## config.mk

```make
export PLATFORM = sky130hd
export DESIGN_NAME = ld_scalar_mult
export DESIGN_NICKNAME = d
export VERILOG_FILES = /design/src/rtl/ld_scalar_mult.sv
export SDC_FILE = /design/constraint.sdc
export NUM_CORES = 1
export LEC_CHECK = 0
export ABC_AREA = 0
export CORE_MARGIN = 2
export CORE_UTILIZATION = 52
export CTS_CLUSTER_SIZE = 28
export DETAILED_ROUTE_END_ITERATION = 6
export DONT_BUFFER_PORTS = 1
export PLACE_DENSITY = 0.71
export SETUP_SLACK_MARGIN = 0.3
export SKIP_CTS_REPAIR_TIMING = 1
export SLEW_MARGIN = 20
export SYNTH_ARGS = -nofsm -noshare
export SYNTH_HDL_FRONTEND = slang
export SYNTH_SLANG_ARGS = --single-unit
```

## constraint.sdc

```tcl
create_clock -name clk -period 3.85 [get_ports clk]
set_clock_uncertainty 0.05 [all_clocks]
set_input_delay 1.155 -clock clk [delete_from_list [all_inputs] [get_ports clk]]
set_output_delay 1.155 -clock clk [all_outputs]
set_load 0.005 [all_outputs]
```

## src/rtl/ld_scalar_mult.sv

```systemverilog
// Left-to-right double-and-add controller for an external Lopez-Dahab point ALU.
// Optional macro LD_CONST_TIME_EN: visit ADD for every scalar bit (dummy adds) for fixed latency.
module ld_scalar_mult #(
    parameter int KW = 4,
    parameter int FW = 4,
    localparam int PW = 3 * FW
) (
    input  logic          clk,
    input  logic          n_rst,
    input  logic          start,
    input  logic [KW-1:0] k,
    input  logic [PW-1:0] P,
    output logic          busy,
    output logic          done,
    output logic [PW-1:0] result,
    output logic          alu_op,
    output logic [PW-1:0] alu_A,
    output logic [PW-1:0] alu_B,
    input  logic [PW-1:0] alu_R
);

    localparam int IW = (KW > 1) ? $clog2(KW) : 1;
    localparam logic [PW-1:0] INF = PW'(1);
`ifdef LD_CONST_TIME_EN
    localparam logic CONST_TIME = 1'b1;
`else
    localparam logic CONST_TIME = 1'b0;
`endif

    typedef enum logic [1:0] {
        IDLE = 2'd0,
        DBL  = 2'd1,
        ADD  = 2'd2,
        DONE = 2'd3
    } state_t;

    state_t        state_r, state_s;
    logic [PW-1:0] q_r, q_s;
    logic          q_inf_r, q_inf_s;
    logic [IW-1:0] idx_r, idx_s;
    logic [KW-1:0] k_r;
    logic [PW-1:0] p_r;
    logic [PW-1:0] result_r;
    logic          done_r;
    logic          busy_r;
    logic          load_s;
    logic          bit_s;
    logic          alu_op_s;
    logic [PW-1:0] alu_a_s;
    logic [PW-1:0] alu_b_s;

    // Next-state, accumulator update and ALU drive
    always_comb begin
        state_s  = state_r;
        q_s      = q_r;
        q_inf_s  = q_inf_r;
        idx_s    = idx_r;
        load_s   = 1'b0;
        alu_op_s = 1'b0;
        alu_a_s  = '0;
        alu_b_s  = '0;
        bit_s    = k_r[idx_r];
        case (state_r)
            IDLE: begin
                if (start) begin
                    load_s  = 1'b1;
                    q_s     = INF;
                    q_inf_s = 1'b1;
                    idx_s   = IW'(KW - 1);
                    state_s = DBL;
                end else begin
                    state_s = IDLE;
                end
            end
            DBL: begin
                if (!q_inf_r) begin
                    alu_op_s = 1'b1;
                    alu_a_s  = q_r;
                    q_s      = alu_R;
                end else begin
                    q_s = q_r;
                end
                if (CONST_TIME || bit_s) begin
                    state_s = ADD;
                end else if (idx_r == '0) begin
                    state_s = DONE;
                end else begin
                    idx_s   = idx_r - IW'(1);
                    state_s = DBL;
                end
            end
            ADD: begin
                if (!bit_s) begin
                    // Dummy add: ALU exercised like a real add, result discarded
                    alu_op_s = 1'b0;
                    alu_a_s  = p_r;
                    alu_b_s  = q_inf_r ? p_r : q_r;
                end else if (q_inf_r) begin
                    q_s     = p_r;
                    q_inf_s = 1'b0;
                end else if (q_r == p_r) begin
                    alu_op_s = 1'b1;
                    alu_a_s  = q_r;
                    q_s      = alu_R;
                end else begin
                    alu_op_s = 1'b0;
                    alu_a_s  = p_r;
                    alu_b_s  = q_r;
                    q_s      = alu_R;
                end
                if (idx_r == '0) begin
                    state_s = DONE;
                end else begin
                    idx_s   = idx_r - IW'(1);
                    state_s = DBL;
                end
            end
            DONE: begin
                state_s = IDLE;
            end
            default: begin
                state_s = IDLE;
            end
        endcase
    end

    // State, operand capture and registered status/result
    always_ff @(posedge clk or negedge n_rst) begin
        if (!n_rst) begin
            state_r  <= IDLE;
            q_r      <= INF;
            q_inf_r  <= 1'b1;
            idx_r    <= '0;
            k_r      <= '0;
            p_r      <= '0;
            result_r <= INF;
            done_r   <= 1'b0;
            busy_r   <= 1'b0;
        end else begin
            state_r <= state_s;
            q_r     <= q_s;
            q_inf_r <= q_inf_s;
            idx_r   <= idx_s;
            if (load_s) begin
                k_r <= k;
                p_r <= P;
            end else begin
                k_r <= k_r;
                p_r <= p_r;
            end
            if (state_s == DONE) begin
                result_r <= q_s;
            end else begin
                result_r <= result_r;
            end
            done_r <= (state_s == DONE);
            busy_r <= (state_s != IDLE);
        end
    end

    assign busy   = busy_r;
    assign done   = done_r;
    assign result = result_r;
    assign alu_op = alu_op_s;
    assign alu_A  = alu_a_s;
    assign alu_B  = alu_b_s;

endmodule
```

# Word level (Yosys, flattened, before mapping)
# Cells that the tools add are included.
word_totals:
  inputBits: 31
  ramBits: 0
  mem_count: 0
  rom_bits: 0
  latch_bits: 0
  reg_bits: 47
  wordCells: 61
op_classes:
  order_cmp: 1
  mul: 0
  n_mux: 35
  bitwise: 0
  div_mod_pow: 0
  addsub: 1
  n_shift: 0
  reduce_logical: 7
  n_eq_ne: 8
op_table:
  columns: ["operator", "count"]
  rows:
  - ["12-bit two-way mux", 13]
  - ["12-bit case mux with 3 select lines", 1]
  - ["12-bit case mux with 2 select lines", 1]
  - ["12-bit equality test", 1]
  - ["1-bit two-way mux", 10]
  - ["2-bit two-way mux", 5]
  - ["2-bit case mux with 4 select lines", 1]
  - ["2-bit equality test (second input constant)", 3]
  - ["2-bit inequality test (second input constant)", 3]
  - ["2-bit case mux with 3 select lines", 1]
  - ["3-bit AND reduction", 2]
  - ["2-bit logical NOT", 2]
  - ["1-bit case mux with 2 select lines", 2]
  - ["2-bit nonzero test", 2]
  - ["2-bit by 3-bit < comparator with 1-bit output (second input constant)", 1]
  - ["3-bit nonzero test", 1]
  - ["1-bit binary-select mux with 2-bit select", 1]
  - ["2-bit by 1-bit equality test with 1-bit output (second input constant)", 1]
  - ["2-bit by 1-bit subtractor with 2-bit output (second input constant)", 1]

# Logic depth before layout (Yosys ltp)
logic_depth:
  word_depth: 5
  ltp_mapped: 8
  mapped_depth_nobuf: 6

# Worst setup path before layout
# No wires, ideal clock.
synth_path:
  kind: "register -> output"
  start: "register state_r[0]"
  end: "output alu_A[0]"
  n_path_buf: 3
  t_required_ns: 2.645
  stages_incl_launch_ff: 9
  setup_slack_ns: 0.834
  arrival_time_ns: 1.811
  path_cell_list: "dfrtp_1 inv_1 ha_1 clkbuf_1 and3b_1 clkbuf_1 clkbuf_1 nand2_1 o211ai_1"
synth_via:
  elab_chain_len: 2
  word_cells_on_any_way: 3
  cone_classes: "eq/ne: 2; mux: 1"
synth_lines:
  columns: ["element", "line", "rtl"]
  rows:
  - ["start: declaration", "37", "state_t state_r, state_s;"]
  - ["start signal: assignment", "140", "state_r <= state_s;"]
  - ["2-bit equality test / 2-bit by 1-bit equality test with 1-bit output (equally long branches)", "63", "case (state_r)"]
  - ["12-bit case mux with 2 select lines (*)", "63", null]
  - ["end: declaration", "17", "output logic [PW-1:0] alu_A,"]
# Mark *: on every way between the ends. The rest lies on a longest branch, timed or not.

# Worst setup path after layout
layout_path:
  start: "register q_r[0]"
  end: "output alu_B[10]"
layout_via:
  elab_chain_len: 5
layout_lines:
  columns: ["element", "line", "rtl"]
  rows:
  - ["start: declaration", "38", "logic [PW-1:0] q_r, q_s;"]
  - ["start signal: assignment", "141", "q_r <= q_s;"]
  - ["12-bit equality test", "101", "end else if (q_r == p_r) begin"]
  - ["12-bit two-way mux", "101", null]
  - ["12-bit two-way mux", "98", "end else if (q_inf_r) begin"]
  - ["12-bit two-way mux", "93", "if (!bit_s) begin"]
  - ["12-bit two-way mux", "63", null]
  - ["end: declaration", "18", "output logic [PW-1:0] alu_B,"]
# No other way between the ends.

==> key figures <==
Run status
  – Status: complete, no violations

Yosys
  – Ys Warns: 0
  – Cell Area, Synth: 3290 um2
  – Register area share after synthesis: 0.359
  – Ys async rst share: 1.00
  – Simple-gate share of the synthesized area: 0.190
  – Area fraction of the dominant cell type after synthesis: 0.335
  – Yosys cell types: 41
  – Leading area contributor after synthesis: dfrtp_1
  – Multiplexer area fraction after synthesis: 0.193
  – Yosys reg bits: 47
  – Post-Synth XOR/XNOR Area: 0.0320
  – Main combinational cell family by area after synthesis: multiplexers
  – Synth Area in Compound Gates: 0.158
  – Synth top area cells: dfrtp_1 (33%), mux2_2 (9.6%), mux2_4 (5.0%)
  – Main flop type after synthesis: dfrtp_1
  – Avg Cell Area, Syn: 10.1 um2
  – Syn Nets: 362
  – Adder-Cell Fraction of Synth Area: 0.0190
  – Post-synth EDFFs: 0
  – Syn Inst Count: 326

Worst setup path
  – Worst reg2reg endpoint: result[0]
  – CP startpoint kind: flip-flop
  – CP max stage cell: dfstp_2
  – Worst r2r path cells: 5
  – Setup crit end kind: primary output
  – Register-to-register setup slack: 1120 ps
  – Worst r2r src: idx_r[0]
  – Data required time of the critical path: 2640 ps
  – Max incr delay on CP: 580 ps
  – CP Cell Sequence: xor2_1, nor4_2, nand4_1, buf_4, a32o_1
  – CP max FO: 12
  – Arr. time, crit path: 2200 ps
  – Critical path class: reg2out

Detailed routing
  – WL final: 8900 um
  – Drt wl/cell: 22.7 um
  – Pre-antenna DRT Iters: 5
  – 1st-iter DRT viols: 297
  – M1 WL: 4040 um
  – Via density: 6.80
  – Post-route ant nets: 0
  – Drc violations: 0
  – Metal2 WL: 3960 um
  – Routed wl met3: 806 um
  – Top sig layer: met4
  – Routed via count: 2674

Flow run
  – Max-cap violations: 0

Power
  – Sw Ratio: 0.434
  – Flop pwr share: 0.384
  – Int Power: 0.00142 W
  – Pleak: 1.54 nW
  – Combinational Power Share: 0.488
  – Clk network pwr share: 0.129
  – Psw: 0.00109 W
  – Pwr Density: 722 nW/um2
  – Maximum vdd drop: 0.000358 V

Placed design
  – Gpl congestion: 0.834
  – Dpl hpwl: 6190 um
  – Port bufs: 0

GRT
  – Grt ovf: 0
  – GRT Total Usage: 0.259
  – Antenna violations before repair: 0
  – Number of global-route vias before repair: 2547
  – First-pass GRT wire length: 14500 um
  – Largest net degree at the start of global routing: 48

Hold path
  – Worst Hold Path EP: k_r[3]
  – Hold Crit Class: reg2reg
  – Start point of the worst hold path: k_r[3]
  – Hold path depth: 1

Finish
  – Layout Nets: 353
  – Fillers: 514
  – Most common cell after layout, fill and taps aside: dfrtp_1
  – Area grow syn2layout: 5.78%
  – # diodes: 0
  – Most frequent cells in the layout: dfrtp_1 (44), mux2_2 (28), and3_1 (22)
  – Layout cells sized above 1: 0.236
  – Final Util: 0.577

STA
  – Slew Viols, Final: 0
  – Slew HR: 0.544
  – Final worst path period share: 0.884
  – Slew @ Worst Pin: 685 ps
  – Max Fclk: 294 MHz
  – Final min period: 3400 ps
  – RSZ-0062 raised after global routing: no
  – Final hold vios: 0
  – Setup tns final: 0 ps
  – Final setup vio count: 0

Floorplan
  – Core area: 6030 um2
  – Top-Level Pins: 70
  – Starting density of the core: 0.546
  – Die area: 6980 um2
  – Row cnt: 28
  – Die Ht: 83.5 um
  – Die Wd: 83.5 um

Clock network
  – Deepest clock path buffer count: 2
  – Clock Pin Slew Worst Setup and Hold Paths: 90 ps
  – Total CTS buffers: 5
  – Clock sink total: 47
  – H-tree lvl count: 2
  – CTS tree: built
  – CTS Root Cell: clkbuf_8
  – Clock Latency Late Sink: 300 ps
per-stage QoR:
step | instance area [um2] | hold slack (ps) | std cells | worst slack [ps] | total power (W)
6_report | 3480 | 482 | 393 | 447 | 0.00251
5_1_grt | 3480 | 465 | 393 | 331 | 0.00267
4_1_cts | 3450 | 471 | 391 | 76.7 | 0.00247
3_5_place_dp | 3350 | 466 | 383 | 435 | 0.00214
3_3_place_gp | 3350 | 458 | 383 | 538 | 0.00211
2_1_floorplan | 3290 | 446 | 326 | 834 | 0.00180
Yosys cell counts, types with 5 or more instances:
master and n:
dfrtp_1 44, mux2_2 28, and3_1 23, clkbuf_1 23
nand2_1 17, nor2_1 15, o21ai_0 15, mux2i_1 13
a221o_1 12, a32o_1 12, and2_1 12, nand4_1 12
nor3b_1 12, xor2_1 12, mux2_4 11, o211ai_1 11
inv_1 7, ha_1 5
state kept, by name (all words and copies together) (netlist names):
| register | flops |
|---|---|
| p_r | 12 |
| result | 12 |
| q_inf_r | 1 |
| idx_r | 2 |
| state_r | 2 |
| k_r | 4 |
| done | 1 |
| busy | 1 |
| q_r | 12 |
power groups by stage:
| stage | clock, W | sequential [W] | combinational [W] |
|---|---|---|---|
| final | 0.000324 | 0.000964 | 0.00122 |
| after global routing | 0.000349 | 0.000996 | 0.00132 |
| after CTS | 0.000334 | 0.000953 | 0.00118 |
| after detailed placement | 0 | 0.000962 | 0.00118 |
| after global placement | 0 | 0.000950 | 0.00116 |
| after floorplan | 0 | 0.000854 | 0.000943 |
per-layer routing:
layer | track usage | vias to the layer above
li1 | - | 1207
met1 | 0.374 | 1335
met2 | 0.387 | 122
met3 | 0.0821 | 10
met4 | 0.0499 | 0
met5 | 0 | -
critical path: cells and delay by family (launching register included):
kind                   cells  cell delay (ps)
XOR/XNOR                   1               90
flip-flops                 1              580
AND/OR/NAND/NOR            2              680
AO/OA/AOI/OAI              1              300
buffers and inverters      1              240
kinds of logic after synthesis:
| family | count (synthesis) |
|---|---|
| XOR/XNOR | 12 |
| AND/OR/NAND/NOR | 108 |
| buffers and inverters | 37 |
| multiplexers | 53 |
| adder cells (fa/ha/maj) | 5 |
| flip-flops | 47 |
| AO/OA/AOI/OAI | 64 |
final cells by class:
| class | count | area, um2 | area share |
|---|---|---|---|
| multi-input cells | 242 | 1970 | 0.567 |
| flip-flops and latches | 47 | 1180 | 0.340 |
| repair buffers | 14 | 105 | 0.0302 |
| well taps | 75 | 93.8 | 0.0270 |
| clock buffers | 6 | 82.6 | 0.0237 |
| inverters | 7 | 26.3 | 0.00755 |
| clock inverters | 2 | 16.3 | 0.00468 |
worst max path at each step:
stage                     from   endpoint  slack, ps  cells past startpoint
global route            q_r[0]  alu_B[10]        330                      5
finish                  q_r[0]  alu_B[10]        450                      5
CTS                     q_r[0]  alu_B[10]         80                      4
floorplan           state_r[0]   alu_A[0]        830                      8
global placement        q_r[0]  alu_B[10]        540                      4
detailed placement      q_r[0]   alu_B[0]        430                      4
Power figures use the tool's default switching activity.
